File: config.mk
export PLATFORM = sky130hd
export DESIGN_NAME = morse_symbol_classifier
export DESIGN_NICKNAME = d
export VERILOG_FILES = /design/src/rtl/morse_pkg.sv /design/src/rtl/morse_input_sync.sv /design/src/rtl/morse_symbol_classifier.sv
export SDC_FILE = /design/constraint.sdc
export NUM_CORES = 1
export LEC_CHECK = 0
export BUFFER_PORTS_ARGS = -buffer_cell sky130_fd_sc_hd__buf_2
export CAP_MARGIN = 20
export CORE_AREA = 2 2 74 76
export DETAILED_ROUTE_END_ITERATION = 16
export DIE_AREA = 0 0 76 78
export PLACE_DENSITY = 0.38
export SLEW_MARGIN = 10
export SYNTH_ARGS = -nofsm -noshare
export SYNTH_HDL_FRONTEND = slang
export SYNTH_SLANG_ARGS = --single-unit
File: constraint.sdc
create_clock -name clk -period 2.5 [get_ports clk]
set_clock_uncertainty 0.05 [all_clocks]
set_input_delay 0 -clock clk [delete_from_list [all_inputs] [get_ports clk]]
set_output_delay 0 -clock clk [all_outputs]
set_load 0.05 [all_outputs]
File: src/rtl/morse_pkg.sv
// Shared Morse symbol codes and classifier state encoding.
// The downstream decoder imports the same codes.
package morse_pkg;

  localparam logic [2:0] SYM_NONE   = 3'b000;
  localparam logic [2:0] SYM_DOT    = 3'b001;
  localparam logic [2:0] SYM_DASH   = 3'b010;
  localparam logic [2:0] SYM_CSPACE = 3'b011;
  localparam logic [2:0] SYM_WSPACE = 3'b100;
  localparam logic [2:0] SYM_ERR    = 3'b111;

  typedef enum logic [1:0] {
    ST_IDLE,
    ST_PRESS,
    ST_GAP,
    ST_WORD
  } state_e;

endpackage

File: src/rtl/morse_input_sync.sv
// Two-flop synchroniser for the raw key line with polarity normalisation.
// The flops reset to the released level, so no spurious press is seen after reset.
module morse_input_sync #(
  parameter bit ACTIVE_HIGH = 1'b1
) (
  input  logic clk,
  input  logic rst_n,
  input  logic serial_inp,
  output logic pressed
);

  localparam logic RELEASED = ~ACTIVE_HIGH;

  logic meta_q, meta_d;
  logic sync_q, sync_d;

  always_comb begin
    meta_d = serial_inp;
    sync_d = meta_q;
  end

  always_ff @(posedge clk or negedge rst_n) begin
    if (!rst_n) begin
      meta_q <= RELEASED;
      sync_q <= RELEASED;
    end else begin
      meta_q <= meta_d;
      sync_q <= sync_d;
    end
  end

  assign pressed = sync_q ^ ~ACTIVE_HIGH;

endmodule

File: src/rtl/morse_symbol_classifier.sv
// Morse keying front end: measures press/release run lengths on sample ticks
// and strobes dot, dash, char space, word space or overlong-press error codes.
module morse_symbol_classifier
  import morse_pkg::*;
#(
  parameter int unsigned CNT_W     = 8,
  parameter int unsigned MIN_PRESS = 2,
  parameter int unsigned DOT_MAX   = 3,
  parameter int unsigned DASH_MAX  = 9,
  parameter int unsigned CHAR_GAP  = 3,
  parameter int unsigned WORD_GAP  = 7,
  parameter bit          ACTIVE_HIGH = 1'b1
) (
  input  logic       clk,
  input  logic       rst_n,
  input  logic       sample_en,
  input  logic       serial_inp,
  output logic [2:0] sym,
  output logic       sym_valid,
  output logic       busy
);

  localparam logic [CNT_W-1:0] CNT_MAX   = '1;
  localparam logic [CNT_W-1:0] CNT_ONE   = CNT_W'(1);
  localparam logic [CNT_W-1:0] MIN_C     = CNT_W'(MIN_PRESS);
  localparam logic [CNT_W-1:0] DOT_C     = CNT_W'(DOT_MAX);
  localparam logic [CNT_W-1:0] DASH_C    = CNT_W'(DASH_MAX);
  localparam logic [CNT_W-1:0] CGAP_C    = CNT_W'(CHAR_GAP);
  localparam logic [CNT_W-1:0] WGAP_C    = CNT_W'(WORD_GAP);

  logic pressed;

  morse_input_sync #(
    .ACTIVE_HIGH (ACTIVE_HIGH)
  ) u_sync (
    .clk        (clk),
    .rst_n      (rst_n),
    .serial_inp (serial_inp),
    .pressed    (pressed)
  );

  state_e           state_q, state_d;
  logic [CNT_W-1:0] cnt_q, cnt_d;
  logic             char_open_q, char_open_d;
  logic [2:0]       sym_q, sym_d;
  logic             sym_valid_q, sym_valid_d;
  logic [CNT_W-1:0] cnt_inc;

  always_comb begin
    state_d     = state_q;
    cnt_d       = cnt_q;
    char_open_d = char_open_q;
    sym_d       = sym_q;
    sym_valid_d = 1'b0;
    cnt_inc     = (cnt_q == CNT_MAX) ? cnt_q : cnt_q + CNT_ONE;

    if (sample_en) begin
      unique case (state_q)
        ST_IDLE: begin
          if (pressed) begin
            state_d = ST_PRESS;
            cnt_d   = CNT_ONE;
          end
        end
        ST_PRESS: begin
          if (pressed) begin
            cnt_d = cnt_inc;
          end else if (cnt_q < MIN_C) begin
            // Glitch: resume an open character's gap, otherwise nothing was started.
            if (char_open_q) begin
              state_d = ST_GAP;
              cnt_d   = CNT_ONE;
            end else begin
              state_d = ST_IDLE;
              cnt_d   = '0;
            end
          end else begin
            sym_valid_d = 1'b1;
            if (cnt_q <= DOT_C)       sym_d = SYM_DOT;
            else if (cnt_q <= DASH_C) sym_d = SYM_DASH;
            else                      sym_d = SYM_ERR;
            char_open_d = 1'b1;
            state_d     = ST_GAP;
            cnt_d       = CNT_ONE;
          end
        end
        ST_GAP: begin
          if (pressed) begin
            state_d = ST_PRESS;
            cnt_d   = CNT_ONE;
          end else begin
            cnt_d = cnt_inc;
            if (cnt_inc == CGAP_C) begin
              sym_d       = SYM_CSPACE;
              sym_valid_d = 1'b1;
              char_open_d = 1'b0;
              state_d     = ST_WORD;
            end
          end
        end
        ST_WORD: begin
          if (pressed) begin
            state_d = ST_PRESS;
            cnt_d   = CNT_ONE;
          end else begin
            cnt_d = cnt_inc;
            if (cnt_inc == WGAP_C) begin
              sym_d       = SYM_WSPACE;
              sym_valid_d = 1'b1;
              state_d     = ST_IDLE;
              cnt_d       = '0;
            end
          end
        end
        default: begin
          state_d = ST_IDLE;
          cnt_d   = '0;
        end
      endcase
    end
  end

  always_ff @(posedge clk or negedge rst_n) begin
    if (!rst_n) begin
      state_q     <= ST_IDLE;
      cnt_q       <= '0;
      char_open_q <= 1'b0;
      sym_q       <= SYM_NONE;
      sym_valid_q <= 1'b0;
    end else begin
      state_q     <= state_d;
      cnt_q       <= cnt_d;
      char_open_q <= char_open_d;
      sym_q       <= sym_d;
      sym_valid_q <= sym_valid_d;
    end
  end

  assign sym       = sym_q;
  assign sym_valid = sym_valid_q;
  assign busy      = (state_q != ST_IDLE);

endmodule
==> After elaboration in Yosys (flattened, before gate mapping) <==
Index checks and enable logic that the tools add are counted.
{ "word_totals": {"register_bits": 17, "in_bits": 4, "out_inout_bits": 5} }
{ "op_classes": {"add_sub_neg": 1, "n_eq_ne": 15, "n_lt_le_gt_ge": 3, "n_reduce_logical": 8, "n_mux": 40} }
{ "ops": {"columns": ["operator", "count"], "rows": [
  ["$mux 8", 7],
  ["$pmux 8 s4", 1],
  ["$mux 3", 8],
  ["$mux 2", 8],
  ["$mux 1", 12],
  ["$ne 2x2->1 const B", 6],
  ["$pmux 3 s3", 1],
  ["$add 8x1->8 const B", 1],
  ["$eq 8x2->1 const B", 1],
  ["$eq 8x3->1 const B", 1],
  ["$eq 8x8->1 const B", 1],
  ["$le 8x2->1 const B", 1],
  ["$le 8x4->1 const B", 1],
  ["$lt 8x2->1 const B", 1],
  ["$pmux 2 s4", 1],
  ["$reduce_and 8->1", 1],
  ["$ne 3x2->1 const B", 2],
  ["$reduce_and 6->1", 1],
  ["$reduce_and 5->1", 1],
  ["$eq 2x2->1 const B", 2],
  ["$reduce_bool 2->1", 2],
  ["$pmux 1 s3", 1],
  ["$reduce_bool 3->1", 1],
  ["$eq 2x1->1 const B", 1],
  ["other kinds (4)", 4]
]} }

==> Longest topological paths before layout <==
Gate-level depths: netlist of the first run.
{ "logic_depth": {"word_depth": 7, "ltp_mapped": 7} }

==> By module <==
From an unflattened synthesis of the first run, not the netlist that was laid out.
{ "hier_totals": {"cells_unflattened": 121, "area_unflattened_um2": 1098.6} }
{ "modules_own_cells": {"columns": ["module", "instances", "area_each_um2", "cells_per_inst", "seq_area_each_um2"], "rows": [
  ["morse_symbol_classifier", 1, 1048.5, 119, 375.4],
  ["morse_input_sync", 1, 50.0, 2, 50.0]
]} }

==> Least setup slack after synthesis of the first run <==
Ideal clock, no wire load.
{ "synth_timing": {"kind": "reg2reg", "startpoint": "register cnt_q[0]", "endpoint": "register sym_q[0] (netlist: sym[0])", "path_buffers": 1, "arrival_time_ns": 2.151, "required_ns": 2.325, "path_stages_with_launch": 8, "period_less_slack_ns": 2.326, "setup_slack_ns": 0.174, "cell_sequence": "dfrtp_1 > ha_1 > clkbuf_2 > nand4_1 > or4_1 > a211o_2 > o21ai_4 > mux2_4"} }
{ "synth_via": {"elab_chain_cells": 6} }
{ "synth_lines": {"columns": ["item", "line", "text"], "rows": [
  ["start, declared", "morse_symbol_classifier.sv:43", "logic [CNT_W-1:0] cnt_q, cnt_d;"],
  ["start signal, assigned", "morse_symbol_classifier.sv:132", "cnt_q <= cnt_d;"],
  ["parallel branches: the longest is 6 deep, another holds $add 8x1->8", null, null],
  ["end signal, assigned", "morse_symbol_classifier.sv:134", "sym_q <= sym_d;"],
  ["end, declared", "morse_symbol_classifier.sv:45", "logic [2:0] sym_q, sym_d;"]
]} }
Parallel ways; which one is timed is not known. The select of a mux whose other input is x is not followed.
A chain may end at the register's enable or synchronous reset.

==> Worst setup path after layout of the first run <==
Ends and elaborated chain as after synthesis.

==> results of run 1 <==
worst max-delay path: stages, from the launching register on:
cell and delay [ns]:
sky130_fd_sc_hd__dfrtp_1 0.42, sky130_fd_sc_hd__ha_1 0.19, sky130_fd_sc_hd__nand4_1 0.12, sky130_fd_sc_hd__or4_1 0.45
sky130_fd_sc_hd__a211o_2 0.37, sky130_fd_sc_hd__o21ai_4 0.24, sky130_fd_sc_hd__mux2_4 0.32
synth_stat cells (all sizes together), types with 4 or more instances:
library cell,count
nor2,11
a21oi,13
clkbuf,7
o21ai,4
dfrtp,17
inv,9
nand3,5
nand4,4
o211ai,4
nand2,9
power by group:
| group | switching [mW] | leakage (nW) | internal (mW) |
|---|---|---|---|
| combinational | 0.484 | 0.349 | 0.301 |
| clock | 0.104 | 0.0228 | 0.113 |
| sequential | 0.0842 | 0.214 | 0.348 |
| total | 0.672 | 0.586 | 0.762 |
through the flow:
| stage | area [um2] | utilization, % |
|---|---|---|
| finish | 1380 | 27.4 |
| CTS | 1380 | 27.4 |
| floorplan | 1180 | - |
| global placement | 1320 | 26.1 |
| detailed placement | 1320 | 26.1 |
| global route | 1380 | 27.4 |
routing by layer:
layer / routed length [um] / part of all wire [%] / vias to the layer above / track usage, %
met1: 1460 / 48 / 518 / 15.0
met5: 0 / 0 / - / 0
met3: 68 / 2.2 / 4 / 1.51
li1: - / - / 511 / -
met4: 34 / 1.1 / 0 / 3.45
met2: 1490 / 49 / 21 / 18.4
how the worst max path moves through the flow:
stage               startpoint  endpoint  slack [ns]
floorplan             cnt_q[0]    sym[0]        0.17
global placement      cnt_q[0]    sym[1]        0.26
detailed placement    cnt_q[0]    sym[1]        0.24
CTS                   cnt_q[0]    sym[0]        0.23
global route          cnt_q[0]    sym[0]         0.1
finish                cnt_q[0]    sym[0]        0.24
cells in the final DEF (no fill, tap or decap), types with 4 or more instances in the layout:
cell                       instances
sky130_fd_sc_hd__a21oi_1          13
sky130_fd_sc_hd__buf_2             8
sky130_fd_sc_hd__buf_4            10
sky130_fd_sc_hd__dfrtp_1          17
sky130_fd_sc_hd__inv_1             9
sky130_fd_sc_hd__nand2_1           9
sky130_fd_sc_hd__nand3_1           4
sky130_fd_sc_hd__nand4_1           4
sky130_fd_sc_hd__nor2_1           11
sky130_fd_sc_hd__o211ai_1          4
layout make-up:
| class | count | area share [%] |
|---|---|---|
| clock buffers | 4 | 3.26 |
| inverters | 9 | 2.45 |
| multi-input cells | 95 | 47.3 |
| flip-flops and latches | 17 | 30.8 |
| well taps | 70 | 6.35 |
| repair buffers | 20 | 9.79 |
state kept, by name, summed over array words and instances, names as in the netlist:
| name | count |
|---|---|
| sym_valid | 1 |
| cnt_q | 8 |
| u_sync.pressed | 1 |
| char_open_q | 1 |
| sym | 3 |
| u_sync.meta_q | 1 |
| state_q | 2 |
kinds of logic after synthesis:
logic type,count (synthesis),share of synthesized area (%)
and+or+nand+nor,46,22.1
AOI/OAI and AO/OA,42,26.1
buffers and inverters,18,8.30
DFF,17,36.2
muxes,3,3.40
adders and majority gates,3,3.19
xor gates and xnor gates,1,0.745
==> flow_results.xml, run 1 <==
<?xml version="1.0" encoding="UTF-8"?>
<metrics>
  <group name="clocking">
    <metric name="cts_buffers" unit="">3</metric>
    <metric name="cts_resized" unit="">0</metric>
    <metric name="clock_sink_count" unit="">17</metric>
    <metric name="hold_buffers" unit="">2</metric>
    <metric name="clockBufferDepth" unit="">2</metric>
    <metric name="clock_tree_from_tritoncts" unit="">done</metric>
    <metric name="post_cts_setup_buffer_count" unit="">0</metric>
    <metric name="clk_transition_reported_paths" unit="ns">0.07</metric>
    <metric name="clkLatencyLatePin" unit="ns">0.25</metric>
    <metric name="htreeDepth" unit="">1</metric>
    <metric name="root_buffer" unit="">sky130_fd_sc_hd__clkbuf_8</metric>
  </group>
  <group name="synth">
    <metric name="synth-warning-count" unit="">0</metric>
    <metric name="synthArstFlopShare" unit="%">100</metric>
    <metric name="yosysSeqAreaShare" unit="%">36.2</metric>
    <metric name="synth_cells" unit="">130</metric>
    <metric name="synthDominantAreaCellType" unit="">sky130_fd_sc_hd__dfrtp_1</metric>
    <metric name="netlist-cell-type-count" unit="">46</metric>
    <metric name="netlist_area" unit="um2">1180</metric>
    <metric name="synth_top_area_share" unit="%">36.2</metric>
    <metric name="ranking_of_synthesized_cells_by_area" unit="">sky130_fd_sc_hd__dfrtp_1, sky130_fd_sc_hd__a21oi_1, sky130_fd_sc_hd__nor2_1</metric>
    <metric name="syn-mean-instance-area" unit="um2">9.05</metric>
    <metric name="synth-edff-count" unit="">0</metric>
    <metric name="synth_top_flop_cell" unit="">sky130_fd_sc_hd__dfrtp_1</metric>
    <metric name="synthesis.nets" unit="">137</metric>
    <metric name="ys_seq_elements" unit="">17</metric>
  </group>
  <group name="power_and_ir_drop">
    <metric name="post-layout-total-power" unit="mW">1.43</metric>
    <metric name="max-vdd-ir-drop" unit="mV">0.497</metric>
    <metric name="p_per_area" unit="nW/um2">1040</metric>
    <metric name="power.leakage" unit="nW">0.586</metric>
  </group>
  <group name="floorplanning">
    <metric name="initial_core_util" unit="%">23.3</metric>
    <metric name="core_area" unit="um2">5040</metric>
    <metric name="core.rowCount" unit="">26</metric>
    <metric name="pin_count" unit="">9</metric>
    <metric name="die_y" unit="um">78</metric>
    <metric name="die_w" unit="um">76</metric>
    <metric name="design.die.area" unit="um2">5930</metric>
  </group>
  <group name="cells_and_area">
    <metric name="seqCellArea" unit="um2">425</metric>
    <metric name="syn2layout_area_growth" unit="%">17.3</metric>
    <metric name="num-fill-cells" unit="">539</metric>
    <metric name="final_layout_size_suffix_gt1_share" unit="%">22.8</metric>
    <metric name="stdcell_count" unit="">215</metric>
    <metric name="multi_input_comb_area" unit="um2">653</metric>
    <metric name="num_antenna_cells" unit="">0</metric>
    <metric name="num-nets-final" unit="">153</metric>
  </group>
  <group name="placement">
    <metric name="dp.final_hpwl" unit="mm">2.23</metric>
    <metric name="pre_cts_slack" unit="ns">0.236</metric>
    <metric name="io_buffer_count" unit="">8</metric>
    <metric name="placed_cells_incl_taps" unit="">209</metric>
    <metric name="final_weighted_congestion_in_routability_driven_placement" unit="">0.823</metric>
  </group>
  <group name="drt">
    <metric name="drt_iter0_drc" unit="">49</metric>
    <metric name="detail-route-antenna-nets" unit="">0</metric>
    <metric name="drc" unit="">0</metric>
    <metric name="wl_per_cell" unit="um">14.2</metric>
    <metric name="dr.pass1.iters" unit="">4</metric>
    <metric name="detail_route.vias_per_cell" unit="">4.90</metric>
    <metric name="via_count" unit="">1054</metric>
    <metric name="totalWireLength" unit="mm">3.05</metric>
  </group>
  <group name="critical_path">
    <metric name="worst_ep_arrival_time" unit="ns">2.36</metric>
    <metric name="setup.worst_path.start_class" unit="">flop</metric>
    <metric name="reg2reg_setup_slack" unit="ns">0.24</metric>
    <metric name="critical_path_required" unit="ns">2.60</metric>
    <metric name="critical_path.reg2reg.endpoint" unit="">sym[0]</metric>
    <metric name="worstPathMaxFanout" unit="">5</metric>
    <metric name="r2r-start" unit="">cnt_q[0]</metric>
    <metric name="timing_worst_setup_path_type" unit="">flop to flop</metric>
    <metric name="r2r_cells" unit="">6</metric>
    <metric name="timing.critical_path.to_type" unit="">flop</metric>
  </group>
  <group name="grt">
    <metric name="grt_start_max_net_pins" unit="">18</metric>
    <metric name="grt_first_pass_wirelength" unit="mm">5.29</metric>
    <metric name="gr-usage-all-layers" unit="%">11.1</metric>
    <metric name="antenna_found_initial" unit="">0</metric>
    <metric name="grt_remaining_overflow" unit="">0</metric>
    <metric name="vias_in_the_first_global_route" unit="">1027</metric>
  </group>
  <group name="status">
    <metric name="run_status" unit="">finished clean</metric>
  </group>
  <group name="sta">
    <metric name="finalSetupViolCount" unit="">0</metric>
    <metric name="final-hold-violation-count" unit="">0</metric>
    <metric name="tightest_slew" unit="ns">0.456</metric>
    <metric name="max-slew-margin-rel" unit="%">69.3</metric>
    <metric name="setup_tns" unit="ns">0</metric>
    <metric name="grt_setup_unrepaired" unit="">no</metric>
    <metric name="period_share" unit="%">90.5</metric>
    <metric name="achievable-frequency" unit="MHz">442</metric>
    <metric name="fin_crit" unit="ns">2.26</metric>
    <metric name="timing.hold.ws" unit="ns">0.128</metric>
    <metric name="setup_ws" unit="ns">0.236</metric>
    <metric name="report.final.slew_viol_count" unit="">0</metric>
  </group>
  <group name="worst_hold_path">
    <metric name="worst_hold_startpoint" unit="">sample_en</metric>
    <metric name="min_delay_worst_endpoint" unit="">state_q[0]</metric>
    <metric name="holdCritPathClass" unit="">input pin to flop</metric>
    <metric name="hold_path_depth" unit="">3</metric>
  </group>
  <group name="flow_run">
    <metric name="drv.max_cap_violation_count" unit="">0</metric>
  </group>
</metrics>
(Power assumes the default switching activity.)
==> inputs of run 2 (changes only) <==
--- a/config.mk
+++ b/config.mk
@@ -5,12 +5,14 @@
 export SDC_FILE = /design/constraint.sdc
 export NUM_CORES = 1
 export LEC_CHECK = 0
+export ABC_AREA = 1
 export BUFFER_PORTS_ARGS = -buffer_cell sky130_fd_sc_hd__buf_2
 export CAP_MARGIN = 20
-export CORE_AREA = 2 2 74 76
+export CORE_AREA = 2 2 54 107
 export DETAILED_ROUTE_END_ITERATION = 16
-export DIE_AREA = 0 0 76 78
+export DIE_AREA = 0 0 56 109
 export PLACE_DENSITY = 0.38
+export REMOVE_ABC_BUFFERS = 1
 export SLEW_MARGIN = 10
 export SYNTH_ARGS = -nofsm -noshare
 export SYNTH_HDL_FRONTEND = slang
==> run 2 against run 1 <==
First-iteration DRC count down 57%. Maximum frequency rose by 13%. Sequential share of layout area fell by 0.76 points. Sequential power is 3% lower. Largest power group unchanged. Synthesized area increased by 4.8%. Combinational power shrank 21%. Via count grew 4.8%. Register-to-register slack gained 0.25 ns.
==> flow_results.xml, run 2 <==
<?xml version="1.0" encoding="UTF-8"?>
<metrics>
  <group name="critical_path">
    <metric name="critical_path.reg2reg.endpoint" unit="">sym[0]</metric>
    <metric name="critical_path_required" unit="ns">2.59</metric>
    <metric name="cp_num_buf_inv" unit="">1</metric>
    <metric name="r2r_cells" unit="">13</metric>
    <metric name="worstSetupStartpoint" unit="">cnt_q[0]</metric>
    <metric name="r2r-start" unit="">cnt_q[0]</metric>
    <metric name="critPathTopFamily" unit="">simple AND/OR/NAND/NOR gates</metric>
    <metric name="worstPathMaxFanout" unit="">7</metric>
    <metric name="reg2reg_setup_slack" unit="ns">0.49</metric>
    <metric name="worstPathCellList" unit="">ha_1 -&gt; nand2_4 -&gt; nor2_8 -&gt; nand2_4 -&gt; inv_2 -&gt; nor2_1 -&gt; nand3_1 -&gt; nor2_2 -&gt; nand2_2 -&gt; nand2_2 -&gt; nand3_4 -&gt; nand2_1 -&gt; o21ai_2</metric>
    <metric name="timing.critical_path.to_type" unit="">flop</metric>
    <metric name="cpMaxStageDelayCell" unit="">sky130_fd_sc_hd__dfrtp_1</metric>
    <metric name="setup.worst_path.start_class" unit="">flop</metric>
    <metric name="worst_ep_arrival_time" unit="ns">2.10</metric>
    <metric name="timing.critical_path.slowest_cell_delay" unit="ns">0.45</metric>
    <metric name="timing_worst_setup_path_type" unit="">flop to flop</metric>
  </group>
  <group name="placement">
    <metric name="final_weighted_congestion_in_routability_driven_placement" unit="">0.772</metric>
    <metric name="io_buffer_count" unit="">8</metric>
    <metric name="dp.final_hpwl" unit="mm">2.22</metric>
    <metric name="placed_cells_incl_taps" unit="">237</metric>
  </group>
  <group name="synth">
    <metric name="synthMostInstantiatedCell" unit="">sky130_fd_sc_hd__nand2_1</metric>
    <metric name="syn-mean-instance-area" unit="um2">7.29</metric>
    <metric name="synth-warning-count" unit="">0</metric>
    <metric name="synthDominantAreaCellType" unit="">sky130_fd_sc_hd__dfrtp_1</metric>
    <metric name="synth-edff-count" unit="">0</metric>
    <metric name="synth_top_flop_cell" unit="">sky130_fd_sc_hd__dfrtp_1</metric>
    <metric name="netlist_area" unit="um2">1230</metric>
    <metric name="netlist-cell-type-count" unit="">24</metric>
    <metric name="synthArstFlopShare" unit="%">100</metric>
    <metric name="ranking_of_synthesized_cells_by_area" unit="">sky130_fd_sc_hd__dfrtp_1, sky130_fd_sc_hd__nand2_1, sky130_fd_sc_hd__inv_1</metric>
    <metric name="synth_cells" unit="">169</metric>
    <metric name="yosysSeqAreaShare" unit="%">34.5</metric>
    <metric name="synth_top_area_share" unit="%">34.5</metric>
    <metric name="ys_seq_elements" unit="">17</metric>
    <metric name="netlist_top_cells_count" unit="">sky130_fd_sc_hd__nand2_1, sky130_fd_sc_hd__inv_1, sky130_fd_sc_hd__dfrtp_1, sky130_fd_sc_hd__nor2_1, sky130_fd_sc_hd__nand3_1</metric>
  </group>
  <group name="power_and_ir_drop">
    <metric name="post-layout-total-power" unit="mW">1.25</metric>
    <metric name="max-vdd-ir-drop" unit="mV">0.403</metric>
    <metric name="p_per_area" unit="nW/um2">880</metric>
    <metric name="power.leakage" unit="nW">0.751</metric>
  </group>
  <group name="floorplanning">
    <metric name="core_area" unit="um2">5330</metric>
    <metric name="core.rowCount" unit="">38</metric>
    <metric name="initial_core_util" unit="%">23.1</metric>
    <metric name="die_w" unit="um">56</metric>
    <metric name="pin_count" unit="">9</metric>
    <metric name="design.die.area" unit="um2">6100</metric>
    <metric name="die_y" unit="um">109</metric>
  </group>
  <group name="sta">
    <metric name="timing.hold.ws" unit="ns">0.0795</metric>
    <metric name="tightest_slew" unit="ns">0.430</metric>
    <metric name="period_share" unit="%">80.4</metric>
    <metric name="setup_tns" unit="ns">0</metric>
    <metric name="achievable-frequency" unit="MHz">498</metric>
    <metric name="final-hold-violation-count" unit="">0</metric>
    <metric name="finalSetupViolCount" unit="">0</metric>
    <metric name="report.final.slew_viol_count" unit="">0</metric>
    <metric name="fin_crit" unit="ns">2.01</metric>
    <metric name="grt_setup_unrepaired" unit="">no</metric>
    <metric name="max-slew-margin-rel" unit="%">71.3</metric>
  </group>
  <group name="grt">
    <metric name="antenna_found_initial" unit="">0</metric>
    <metric name="grt_start_max_net_pins" unit="">18</metric>
    <metric name="grt_first_pass_wirelength" unit="mm">5.22</metric>
    <metric name="gr-usage-all-layers" unit="%">10.6</metric>
    <metric name="vias_in_the_first_global_route" unit="">1162</metric>
    <metric name="grt_remaining_overflow" unit="">0</metric>
  </group>
  <group name="worst_hold_path">
    <metric name="hold_path_depth" unit="">4</metric>
    <metric name="holdCritPathClass" unit="">input pin to flop</metric>
    <metric name="min_delay_worst_endpoint" unit="">cnt_q[0]</metric>
    <metric name="worst_hold_startpoint" unit="">sample_en</metric>
  </group>
  <group name="cells_and_area">
    <metric name="num-fill-cells" unit="">601</metric>
    <metric name="num_antenna_cells" unit="">0</metric>
    <metric name="num-nets-final" unit="">191</metric>
    <metric name="syn2layout_area_growth" unit="%">14.8</metric>
    <metric name="flip_flop_count_of_the_largest_register_all_copies_and_words_added" unit="">8</metric>
    <metric name="layout.cells.most_common" unit="">sky130_fd_sc_hd__nand2_1</metric>
    <metric name="final_layout_size_suffix_gt1_share" unit="%">20.8</metric>
    <metric name="layout.cells.most_common_list" unit="">sky130_fd_sc_hd__nand2_1, sky130_fd_sc_hd__inv_1, sky130_fd_sc_hd__nor2_1, sky130_fd_sc_hd__dfrtp_1, sky130_fd_sc_hd__nand3_1</metric>
    <metric name="stdcell_count" unit="">243</metric>
    <metric name="largest-register" unit="">cnt_q</metric>
    <metric name="final_core_util" unit="%">26.6</metric>
  </group>
  <group name="clocking">
    <metric name="cts_buffers" unit="">3</metric>
    <metric name="clock_sink_count" unit="">17</metric>
    <metric name="clockBufferDepth" unit="">2</metric>
    <metric name="clkLatencyLatePin" unit="ns">0.25</metric>
    <metric name="root_buffer" unit="">sky130_fd_sc_hd__clkbuf_8</metric>
    <metric name="clk_transition_reported_paths" unit="ns">0.07</metric>
    <metric name="htreeDepth" unit="">1</metric>
    <metric name="post_cts_setup_buffer_count" unit="">0</metric>
    <metric name="clock_tree_from_tritoncts" unit="">done</metric>
  </group>
  <group name="flow_run">
    <metric name="drv.max_cap_violation_count" unit="">0</metric>
  </group>
  <group name="drt">
    <metric name="drt_iter0_drc" unit="">21</metric>
    <metric name="detail_route.vias_per_cell" unit="">4.55</metric>
    <metric name="wl_per_cell" unit="um">11.6</metric>
    <metric name="totalWireLength" unit="mm">2.82</metric>
    <metric name="dr.pass1.iters" unit="">4</metric>
    <metric name="via_count" unit="">1105</metric>
    <metric name="drc" unit="">0</metric>
    <metric name="detail-route-antenna-nets" unit="">0</metric>
  </group>
  <group name="status">
    <metric name="run_status" unit="">finished clean</metric>
  </group>
</metrics>
run 2: changes by cell type in the layout (fill, tap and decap cells not counted), moves of 4 or more:
cell,change
sky130_fd_sc_hd__a21oi_1,-4
sky130_fd_sc_hd__inv_1,+16
sky130_fd_sc_hd__o211ai_1,-4
sky130_fd_sc_hd__nand2_2,+9
sky130_fd_sc_hd__nor2_1,+6
sky130_fd_sc_hd__nand2_1,+28
sky130_fd_sc_hd__o21ai_0,+6
sky130_fd_sc_hd__buf_4,-9
sky130_fd_sc_hd__nand3_1,+7
run 2: final cells by class:
cell class	instances	area, um2	area share (%)
Tap cell	60	75.1	5.31
Clock buffer	4	45.0	3.18
Inverter	27	101	7.16
Sequential cell	17	425	30.1
Multi-Input combinational cell	124	701	49.5
Timing Repair Buffer	11	67.6	4.77
run 2: stage by stage:
step                area (um2)  setup slack [ns]
global route              1420             0.311
global placement          1350             0.486
detailed placement        1350             0.483
CTS                       1420             0.468
floorplan                 1230             0.723
finish                    1420             0.491
run 2: how the worst max path moves through the flow:
stage / slack [ns] / to / depth (start not counted)
after global placement: 0.49 / sym[0] / 13
after global routing: 0.31 / sym[1] / 13
after CTS: 0.47 / sym[0] / 13
final: 0.49 / sym[0] / 13
after floorplan: 0.72 / sym[0] / 13
after detailed placement: 0.48 / sym[0] / 13
run 2: timing repair:
item | 4_1_cts | 5_1_grt
resized for setup | 0 | 0
hold buffers | 2 | 0
endpoints found under the hold margin | 18 | 0
setup endpoints to repair | 0 | 0
run 2: logic make-up after synthesis:
logic type | count (synthesis) | synth area share (%)
xor+xnor | 1 | 0.711
compound gates | 30 | 13.5
buf+inv | 28 | 8.63
fa+ha+maj | 3 | 3.05
flops | 17 | 34.5
simple gates | 90 | 39.6
run 2: report_power, final:
group | internal, mW | switching (mW) | leakage, nW | total (mW)
Clock | 0.113 | 0.0932 | 0.0228 | 0.206
Combinational | 0.191 | 0.432 | 0.508 | 0.622
Sequential | 0.339 | 0.0783 | 0.220 | 0.417
Total | 0.643 | 0.603 | 0.751 | 1.25
run 2: worst reg2reg max path: cells and delay by family (launching register included):
family	cells	cell delay, ns
flops	1	0.45
fa+ha+maj	1	0.27
compound gates	1	0.05
buf+inv	1	0.06
simple gates	10	1.01
run 2: metal layers:
metal / up-vias / global-route usage, % / share of wire (%)
met4: 0 / 3.23 / 1.9
li1: 568 / - / -
met5: - / 0 / 0
met1: 517 / 13.7 / 47
met2: 14 / 18.2 / 49
met3: 6 / 1.54 / 2.2
==> inputs of run 3 (changes only) <==
--- a/config.mk
+++ b/config.mk
@@ -11,7 +11,7 @@
 export CORE_AREA = 2 2 54 107
 export DETAILED_ROUTE_END_ITERATION = 16
 export DIE_AREA = 0 0 56 109
-export PLACE_DENSITY = 0.38
+export PLACE_DENSITY = 0.39
 export REMOVE_ABC_BUFFERS = 1
 export SLEW_MARGIN = 10
 export SYNTH_ARGS = -nofsm -noshare
==> constraint.sdc (replaced) <==
create_clock -name clk -period 1.72 [get_ports clk]
set_clock_uncertainty 0.05 [all_clocks]
set_input_delay 0 -clock clk [delete_from_list [all_inputs] [get_ports clk]]
set_output_delay 0 -clock clk [all_outputs]
set_load 0.05 [all_outputs]
==> run 3 against run 2 <==
The flow now finishes with violations (setup timing). Critical path depth did not move. Sequential power rose by 35%. Worst hold slack improved by 0.025 ns. Clock-buffer cell count did not move. Die area did not move. Wire length rose by 13%. Combinational power rose by 140%. Setup slack got worse by 0.60 ns. Largest power group unchanged. Highest routed layer unchanged.
==> flow_results.xml, run 3 (same netlist as run 2, synthesis figures left out) <==
<?xml version="1.0" encoding="UTF-8"?>
<metrics>
  <group name="status">
    <metric name="violations" unit="">setup timing</metric>
    <metric name="run_status" unit="">finished, violations left</metric>
  </group>
  <group name="cells_and_area">
    <metric name="layout.cells.most_common_list" unit="">sky130_fd_sc_hd__nand2_1, sky130_fd_sc_hd__buf_4, sky130_fd_sc_hd__inv_1, sky130_fd_sc_hd__dfrtp_1, sky130_fd_sc_hd__nor2_1</metric>
    <metric name="flip_flop_count_of_the_largest_register_all_copies_and_words_added" unit="">8</metric>
    <metric name="largest-register" unit="">cnt_q</metric>
    <metric name="stdcell_count" unit="">275</metric>
    <metric name="final_layout_size_suffix_gt1_share" unit="%">41.4</metric>
    <metric name="num_antenna_cells" unit="">0</metric>
    <metric name="design_area" unit="um2">1790</metric>
    <metric name="syn2layout_area_growth" unit="%">45.1</metric>
    <metric name="num-nets-final" unit="">223</metric>
  </group>
  <group name="sta">
    <metric name="max-slew-margin-rel" unit="%">71.5</metric>
    <metric name="period_share" unit="%">106</metric>
    <metric name="tightest_slew" unit="ns">0.427</metric>
    <metric name="timing.hold.ws" unit="ns">0.104</metric>
    <metric name="report.final.slew_viol_count" unit="">0</metric>
    <metric name="final-hold-violation-count" unit="">0</metric>
    <metric name="fin_crit" unit="ns">1.83</metric>
    <metric name="finalSetupViolCount" unit="">9</metric>
    <metric name="achievable-frequency" unit="MHz">548</metric>
    <metric name="grt_setup_unrepaired" unit="">yes</metric>
    <metric name="setup_ws" unit="ns">-0.106</metric>
  </group>
  <group name="floorplanning">
    <metric name="core_area" unit="um2">5330</metric>
    <metric name="design.die.area" unit="um2">6100</metric>
    <metric name="pin_count" unit="">9</metric>
    <metric name="die_w" unit="um">56</metric>
    <metric name="initial_core_util" unit="%">23.1</metric>
    <metric name="core.rowCount" unit="">38</metric>
    <metric name="die_y" unit="um">109</metric>
  </group>
  <group name="power_and_ir_drop">
    <metric name="power.share.sequential" unit="%">24.0</metric>
    <metric name="power.leakage" unit="nW">0.922</metric>
    <metric name="switchingPower" unit="mW">1.05</metric>
    <metric name="p_per_area" unit="nW/um2">1310</metric>
    <metric name="share_comb_of_total_power" unit="%">62.9</metric>
    <metric name="power_frac_clock" unit="%">13.1</metric>
    <metric name="internal_power" unit="mW">1.28</metric>
    <metric name="max-vdd-ir-drop" unit="mV">0.837</metric>
    <metric name="power.switching_fraction" unit="%">45.1</metric>
  </group>
  <group name="placement">
    <metric name="placed_cells_incl_taps" unit="">263</metric>
    <metric name="pre_cts_slack" unit="ns">-0.150</metric>
    <metric name="io_buffer_count" unit="">8</metric>
    <metric name="dp.final_hpwl" unit="mm">2.34</metric>
    <metric name="final_weighted_congestion_in_routability_driven_placement" unit="">0.800</metric>
    <metric name="detailed_place.area" unit="um2">1550</metric>
  </group>
  <group name="critical_path">
    <metric name="timing.critical_path.to_type" unit="">flop</metric>
    <metric name="worst_ep_arrival_time" unit="ns">1.92</metric>
    <metric name="worstPathMaxFanout" unit="">7</metric>
    <metric name="setup.worst_path.start_class" unit="">flop</metric>
    <metric name="timing_worst_setup_path_type" unit="">flop to flop</metric>
    <metric name="critical_path_required" unit="ns">1.82</metric>
  </group>
  <group name="grt">
    <metric name="grt_remaining_overflow" unit="">0</metric>
    <metric name="grt_first_pass_wirelength" unit="mm">5.53</metric>
    <metric name="vias_in_the_first_global_route" unit="">1225</metric>
    <metric name="antenna_found_initial" unit="">0</metric>
    <metric name="grt_start_max_net_pins" unit="">18</metric>
    <metric name="gr-usage-all-layers" unit="%">11.3</metric>
  </group>
  <group name="drt">
    <metric name="totalWireLength" unit="mm">3.20</metric>
    <metric name="wl_per_cell" unit="um">11.6</metric>
    <metric name="met3_wirelength" unit="um">80</metric>
    <metric name="met2WireLength" unit="mm">1.65</metric>
    <metric name="detail_route.vias_per_cell" unit="">4.43</metric>
    <metric name="drt_iter0_drc" unit="">36</metric>
    <metric name="topRoutingLayerUsed" unit="">met4</metric>
    <metric name="detail-route-antenna-nets" unit="">0</metric>
    <metric name="dr.pass1.iters" unit="">4</metric>
    <metric name="m1WireLength" unit="mm">1.43</metric>
    <metric name="drc" unit="">0</metric>
    <metric name="via_count" unit="">1217</metric>
  </group>
  <group name="clocking">
    <metric name="root_buffer" unit="">sky130_fd_sc_hd__clkbuf_8</metric>
    <metric name="htreeDepth" unit="">1</metric>
    <metric name="cts_buffers" unit="">3</metric>
    <metric name="clockBufferDepth" unit="">2</metric>
    <metric name="clkLatencyLatePin" unit="ns">0.25</metric>
    <metric name="clk_transition_reported_paths" unit="ns">0.07</metric>
    <metric name="clock_sink_count" unit="">17</metric>
    <metric name="clock_tree_from_tritoncts" unit="">done</metric>
  </group>
  <group name="worst_hold_path">
    <metric name="holdCritPathClass" unit="">input pin to flop</metric>
  </group>
  <group name="flow_run">
    <metric name="drv.max_cap_violation_count" unit="">0</metric>
  </group>
</metrics>
-- run 3: changes by cell type in the layout (fill, tap and decap cells not counted), moves of 3 or more --
cell,delta
sky130_fd_sc_hd__buf_4,+30
sky130_fd_sc_hd__inv_1,-3
sky130_fd_sc_hd__nand2_1,-6
sky130_fd_sc_hd__nand2_2,+3
sky130_fd_sc_hd__nand3_1,-4
sky130_fd_sc_hd__nand3_2,+3
sky130_fd_sc_hd__nor2_4,+3
sky130_fd_sc_hd__o21ai_0,-3
-- run 3: power by group through the flow --
stage,Sequential [mW],Combinational (mW),Clock (mW)
floorplan,0.694,0.613,0
global placement,0.550,1.19,0
detailed placement,0.552,1.17,0
CTS,0.562,1.35,0.325
global route,0.573,1.62,0.344
finish,0.561,1.47,0.305
-- run 3: timing repair --
action,CTS,global route
setup buffers,4,2
gates resized for setup,23,11
pin swaps,3,9
endpoints found under the setup margin,10,10
hold buffers,2,0
hold endpoints to repair,18,0
-- run 3: critical path, cell delays in order (launching register included) --
cell,delay [ns]
sky130_fd_sc_hd__dfrtp_1,0.42
sky130_fd_sc_hd__ha_4,0.19
sky130_fd_sc_hd__nand2_4,0.11
sky130_fd_sc_hd__nor2_8,0.07
sky130_fd_sc_hd__nand2_8,0.10
sky130_fd_sc_hd__inv_4,0.05
sky130_fd_sc_hd__nor2_4,0.10
sky130_fd_sc_hd__nand3_2,0.07
sky130_fd_sc_hd__nor2_2,0.12
sky130_fd_sc_hd__nand2_2,0.08
sky130_fd_sc_hd__nand2_2,0.11
sky130_fd_sc_hd__nand3_4,0.12
sky130_fd_sc_hd__nand2_1,0.09
sky130_fd_sc_hd__o21ai_1,0.05
-- run 3: path summary, 6_finish.rpt --
path                       cells after the start  slack [ns]              to           from
max reg2reg                                   13       -0.11          sym[2]       cnt_q[0]
min                                            5        0.10        cnt_q[1]      sample_en
max in group asynchronous                      2        1.16  u_sync.pressed          rst_n
max                                           13       -0.11          sym[2]       cnt_q[0]
min reg2reg                                    0        0.31  u_sync.pressed  u_sync.meta_q
min in group asynchronous                      2        0.16        cnt_q[2]          rst_n
-- run 3: final cells by class --
cell class	instances	area, um2
fill	575	3540
multi-input combinational	124	823
sequential	17	425
timing repair buffer	43	315
inverter	27	104
tap	60	75.1
clock buffer	4	45.0
-- run 3: through the flow --
stage,setup TNS (ns),utilization [%],total power [mW]
after floorplan,-0.197,-,1.31
after global placement,-1.23,29.0,1.74
after detailed placement,-1.06,29.0,1.72
after CTS,-0.304,32.4,2.24
after global routing,-1.65,33.6,2.53
final,-0.572,33.6,2.33
-- run 3: per-layer routing --
layer	track usage [%]	vias to the layer above
met3	1.42	4
met1	13.8	558
met5	0	-
met4	2.55	0
li1	-	634
met2	20.8	21
